File: src/rtl/bcd_conv_param.sv
// Sequential binary-to-BCD converter (shift-and-add-3), one bit per clock.
// Optional leading-zero blanking output is enabled by defining BCD_BLANK_EN.
//
//   state | meaning
//   ------+-----------------------------------------------
//   IDLE  | ready high, waiting for start
//   OP    | one correct-and-shift step per cycle, BIN_W cycles
//   DONE  | done_tick high, output registers load on exit
module bcd_conv_param #(
    parameter int BIN_W  = 20,
    parameter int DIGITS = 7
) (
    input  logic                  clk,
    input  logic                  reset_n,
    input  logic                  start,
    input  logic [BIN_W-1:0]      bin,
    output logic                  ready,
    output logic                  done_tick,
    output logic [4*DIGITS-1:0]   bcd,
    output logic                  ovf,
`ifdef BCD_BLANK_EN
    output logic [DIGITS-1:0]     blank,
`endif
    output logic [4:0]            sig_digits
);

    localparam int CNT_W = $clog2(BIN_W + 1);

    typedef enum logic [1:0] {
        IDLE = 2'd0,
        OP   = 2'd1,
        DONE = 2'd2
    } state_t;

    state_t               state_q;
    logic [CNT_W-1:0]     cnt_q;
    logic [BIN_W-1:0]     shreg_q;
    logic [4*DIGITS-1:0]  dig_q;
    logic                 ovf_acc_q;
    logic [4*DIGITS-1:0]  bcd_q;
    logic                 ovf_q;
    logic [4:0]           sig_q;
    logic                 done_q;
    logic                 ready_q;

    logic [4*DIGITS-1:0]  corr_d;
    logic [4*DIGITS-1:0]  chain_d;
    logic [4:0]           sig_d;

    // Per-digit correction is purely local; the only inter-digit path is the shift.
    always_comb begin
        corr_d = '0;
        for (int k = 0; k < DIGITS; k++) begin
            if (dig_q[4*k +: 4] > 4'd4)
                corr_d[4*k +: 4] = dig_q[4*k +: 4] + 4'd3;
            else
                corr_d[4*k +: 4] = dig_q[4*k +: 4];
        end
        chain_d = {corr_d[4*DIGITS-2:0], shreg_q[BIN_W-1]};
    end

    always_comb begin
        sig_d = 5'd1;
        for (int k = 0; k < DIGITS; k++) begin
            if (dig_q[4*k +: 4] != 4'd0)
                sig_d = 5'(k + 1);
        end
    end

`ifdef BCD_BLANK_EN
    logic [DIGITS-1:0] blank_q;
    logic [DIGITS-1:0] blank_d;

    always_comb begin
        blank_d = '0;
        for (int k = 0; k < DIGITS; k++)
            blank_d[k] = (k >= int'(sig_d));
    end

    always_ff @(posedge clk or negedge reset_n) begin
        if (!reset_n)
            blank_q <= ~DIGITS'(1);
        else if (state_q == DONE)
            blank_q <= blank_d;
    end

    assign blank = blank_q;
`endif

    always_ff @(posedge clk or negedge reset_n) begin
        if (!reset_n) begin
            state_q   <= IDLE;
            cnt_q     <= '0;
            shreg_q   <= '0;
            dig_q     <= '0;
            ovf_acc_q <= 1'b0;
            bcd_q     <= '0;
            ovf_q     <= 1'b0;
            sig_q     <= 5'd1;
            done_q    <= 1'b0;
            ready_q   <= 1'b1;
        end else begin
            done_q <= 1'b0;
            case (state_q)
                IDLE: begin
                    ready_q <= 1'b1;
                    if (start) begin
                        shreg_q   <= bin;
                        dig_q     <= '0;
                        ovf_acc_q <= 1'b0;
                        cnt_q     <= CNT_W'(BIN_W);
                        state_q   <= OP;
                        ready_q   <= 1'b0;
                    end
                end
                OP: begin
                    dig_q     <= chain_d;
                    shreg_q   <= shreg_q << 1;
                    ovf_acc_q <= ovf_acc_q | corr_d[4*DIGITS-1];
                    cnt_q     <= cnt_q - CNT_W'(1);
                    if (cnt_q == CNT_W'(1)) begin
                        state_q <= DONE;
                        done_q  <= 1'b1;
                    end
                end
                DONE: begin
                    bcd_q   <= dig_q;
                    ovf_q   <= ovf_acc_q;
                    sig_q   <= sig_d;
                    state_q <= IDLE;
                    ready_q <= 1'b1;
                end
                default: begin
                    state_q <= IDLE;
                    ready_q <= 1'b1;
                end
            endcase
        end
    end

    assign ready      = ready_q;
    assign done_tick  = done_q;
    assign bcd        = bcd_q;
    assign ovf        = ovf_q;
    assign sig_digits = sig_q;

endmodule

File: config.mk
export PLATFORM = sky130hd
export DESIGN_NAME = bcd_conv_param
export DESIGN_NICKNAME = d
export VERILOG_FILES = /design/src/rtl/bcd_conv_param.sv
export SDC_FILE = /design/constraint.sdc
export NUM_CORES = 1
export LEC_CHECK = 0
export CORE_UTILIZATION = 45
export DETAILED_ROUTE_END_ITERATION = 10
export PLACE_DENSITY = 0.68
export SETUP_SLACK_MARGIN = 0.1
export SLEW_MARGIN = 10
export SYNTH_ARGS = -nofsm -noshare
export SYNTH_HDL_FRONTEND = slang
export SYNTH_SLANG_ARGS = --single-unit
File: constraint.sdc
create_clock -name clk -period 1.7 [get_ports clk]
set_clock_uncertainty 0.1 [all_clocks]
set_input_delay 0.34 -clock clk [delete_from_list [all_inputs] [get_ports clk]]
set_output_delay 0.34 -clock clk [all_outputs]
set_load 0.02 [all_outputs]
==> qor.csv, run 1 <==
stage,metric,value,unit
run_status,status,completed,
cts,CTS max path bufs,2,
floorplanning,core footprint,0.00920,sq mm
global_routing,first-pass GRT wire length,16000,um
layout,Layout Cells excl Fill,618,
setup_path,Startpoint Class,register,
sta,fmax,652,MHz
placement,input/output buffers,56,
floorplanning,die span in x,99.3,um
floorplanning,Placement Rows,35,
floorplanning,IO Pins,59,
sta,final setup vio count,0,
placement,dpl hpwl,6440,um
setup_path,crit path from,dig_q[8],
routing,Residual DRC,0,
cts,Skew-Pair Late Insertion Delay,0.36,ns
floorplanning,Starting Density,0.463,
synthesis,Netlist cell types,45,
global_routing,number of global-route vias before repair,3421,
setup_path,CP Data Arrival Time,1.67,ns
routing,Initial DRC Count,116,
routing,DR pass1 iterations,4,
layout,most frequent cells in the layout,"dfrtp_1 (86), nand2_1 (75), o21ai_0 (46)",
setup_path,WP data required,1.84,ns
power,Pwr Density,1770,mW/mm^2
routing,DRT Wirelength,9400,um
placement,Place WS,-0.123,ns
layout,Area growth syn-to-layout,26.4,%
synthesis,largest family of logic cells by synthesized area,compound AO/OA/AOI/OAI gates,
layout,layout cells sized above 1,0.174,
cts,CTS Buf Count,9,
synthesis,synth top area cells,"dfrtp_1 (52%), nand2_1 (6.6%), o21ai_0 (5.4%)",
global_routing,grt total ovfl,0,
floorplanning,die height,99.3,um
sta,minimum clock period,1.53,ns
synthesis,Post-Syn Area,0.00426,sq mm
synthesis,adder-cell area share of the yosys netlist,0.0265,
setup_path,slowest CP cell,dfrtp_1,
synthesis,Synth Area in Simple Gates,0.154,
synthesis,sequential-to-total area share from yosys stat,0.530,
setup_path,worst flop-to-flop path startpoint,dig_q[8],
routing,DR WL/cell,15.2,um
placement,DP Cell Count,593,
global_routing,met3 Usage GRT,0.0464,
global_routing,initial antenna violation count,0,
cts,root buf cell,clkbuf_8,
power,Worst VDD drop,0.792,mV
synthesis,mux share of post-synthesis cell area,0.0188,
routing,ANT nets after route,0,
sta,fin worst setup slack,0.166,ns
setup_path,CP Max Fanout,3,
synthesis,synthesized instance count,427,
floorplanning,area of the die,0.00985,sq mm
global_routing,global-route met1 utilization,0.264,
global_routing,grt met2 use,0.347,
synthesis,Synth Register Bits,90,
cts,clk sinks,90,
routing,Avg Vias per Cell,5.56,
layout,Final Net Count,534,
sta,"Hold Vio Cnt, Final",0,
setup_path,crit-path max cell delay,0.42,ns
global_routing,GRT Total Usage,0.205,
setup_path,flop-to-flop setup slack,0.17,ns
synthesis,compound-gate portion of the synthesized area,0.208,
cts,"Clk pin slew, worst setup/hold paths",0.09,ns
cts,CTS tree,done,
job,Max Cap Viol,0,
power,leakage,2.52,nW
power,Pwr Total,9.51,mW
sta,RSZ-0062 raised after global routing,true,
min_path,HP Class,in2async,
sta,Final Max Slew Viols,0,
routing,via count,3437,
layout,ANT cells,0,
global_routing,largest net degree at the start of global routing,55,
synthesis,post-synth top area share,0.517,
setup_path,R2R Path End,sig_digits[1],
global_routing,grt peak-use layer,met2,
synthesis,synth warn,0,
setup_path,critical path capture point type,register,
placement,Placer Congestion,0.764,
layout,"commonest non-fill, non-tap cell in the layout",dfrtp_1,
sta,final worst-path cycle share,0.903,
synthesis,post-synthesis xor/xnor area fraction,0,
layout,fill count,833,
synthesis,syn avg cell area,9.97,sq um
cts,H-tree Lvls,3,
setup_path,critical path type,reg2reg,
synthesis,largest area contributor in the netlist,dfrtp_1,
setup_path,cell chain of the critical path,inv_2 -> ha_4 -> or3b_1 -> o211ai_1 -> a31oi_1,
setup_path,Setup crit end,sig_digits[1],
setup_path,Worst Reg2Reg Path Length in Cells,5,
==> repair_timing <==
| item | 4_1_cts | 5_1_grt |
|---|---|---|
| setup endpoints to repair | 41 | 29 |
| hold buffers | 1 | 0 |
| gates resized for setup | 55 | 17 |
| pin swaps | 1 | 0 |
| hold endpoints to repair | 89 | 0 |
| setup buffers | 1 | 7 |
==> stage by stage <==
| stage | cell area, sq um | setup TNS, ns | util | hold slack [ns] |
|---|---|---|---|---|
| after floorplan | 4260 | 0 | - | -0.0556 |
| after global placement | 5030 | -1.15 | 0.547 | 0.0620 |
| after detailed placement | 5030 | -2.18 | 0.547 | 0.0620 |
| after CTS | 5280 | 0 | 0.574 | 0.208 |
| after global routing | 5380 | 0 | 0.585 | 0.223 |
| final | 5380 | 0 | 0.585 | 0.222 |
==> sequential cells by signal, indices dropped and copies added, names as in the netlist <==
signal	cells
bcd	28
dig_q	28
shreg_q	20
cnt_q	5
sig_digits	3
state_q	2
done_tick	1
ovf	1
ovf_acc_q	1
ready	1
==> logic make-up after synthesis <==
group                      after synthesis
and+or+nand+nor                        137
AOI/OAI and AO/OA                      132
DFF                                     90
buffers and inverters                   50
adders and majority gates                9
muxes                                    8
other                                    1
==> synth_stat cells, drive strengths merged <==
cell and count:
o211ai 1, and3 1, clkbuf 12, nand2 75, o22ai 7, o21ba 1, nor3b 4, dfrtp 88
nor2b 18, mux2i 8, a31oi 2, or3b 3, o21a 7, a22oi 19, and2b 1, a41oi 1
conb 1, nor4 3, o21bai 1, nor2 13, buf 22, a31o 1, a21oi 8, inv 16
nand2b 3, nand4bb 1, a21o 1, o21ai 52, nor3 7, o31ai 7, or3 7, o41a 1
dfstp 2, o32ai 8, ha 9, nand4 1, a22o 1, a32o 14
==> metal layers <==
layer  vias to the layer above  routed length [um]
li1                       1668                   -
met1                      1686                4330
met2                        78                4610
met3                         5                 396
met4                         0                  55
met5                         -                   0
==> area by class of cell <==
type | count | area, sq um | share of cell area
sequential | 90 | 2260 | 0.419
tap | 111 | 139 | 0.0258
multi-input combinational | 288 | 1840 | 0.342
inverter | 16 | 60.1 | 0.0112
timing repair buffer | 97 | 856 | 0.159
clock inverter | 6 | 90.1 | 0.0167
clock buffer | 10 | 138 | 0.0256
==> power breakdown <==
group          total [mW]  internal (mW)  switching, mW
clock                1.62          0.870          0.750
sequential           3.63           2.93          0.704
combinational        4.26           2.11           2.15
==> worst min path at each step <==
| stage | endpoint | slack [ns] | cells past startpoint |
|---|---|---|---|
| floorplan | bcd[0] | -0.06 | 0 |
| global placement | bcd[22] | 0.06 | 1 |
| detailed placement | bcd[22] | 0.06 | 1 |
| CTS | bcd[22] | 0.21 | 2 |
| global route | bcd[22] | 0.22 | 2 |
| finish | bcd[22] | 0.22 | 2 |
==> worst max-delay path, delay by kind of cell (launching register included) <==
family          cells  cell delay [ns]
flops               1             0.42
simple gates        1             0.37
compound gates      2             0.29
fa+ha+maj           1             0.14
buf+inv             1             0.09
No activity file was read; power rests on OpenSTA's default activity.
==> run 2, diff against run 1 <==
ABC_CLOCK_PERIOD_IN_PS = 1700   (was unset)
==> results of run 2 <==
No change in the layout: final DEF, timing and power equal those of run 1.
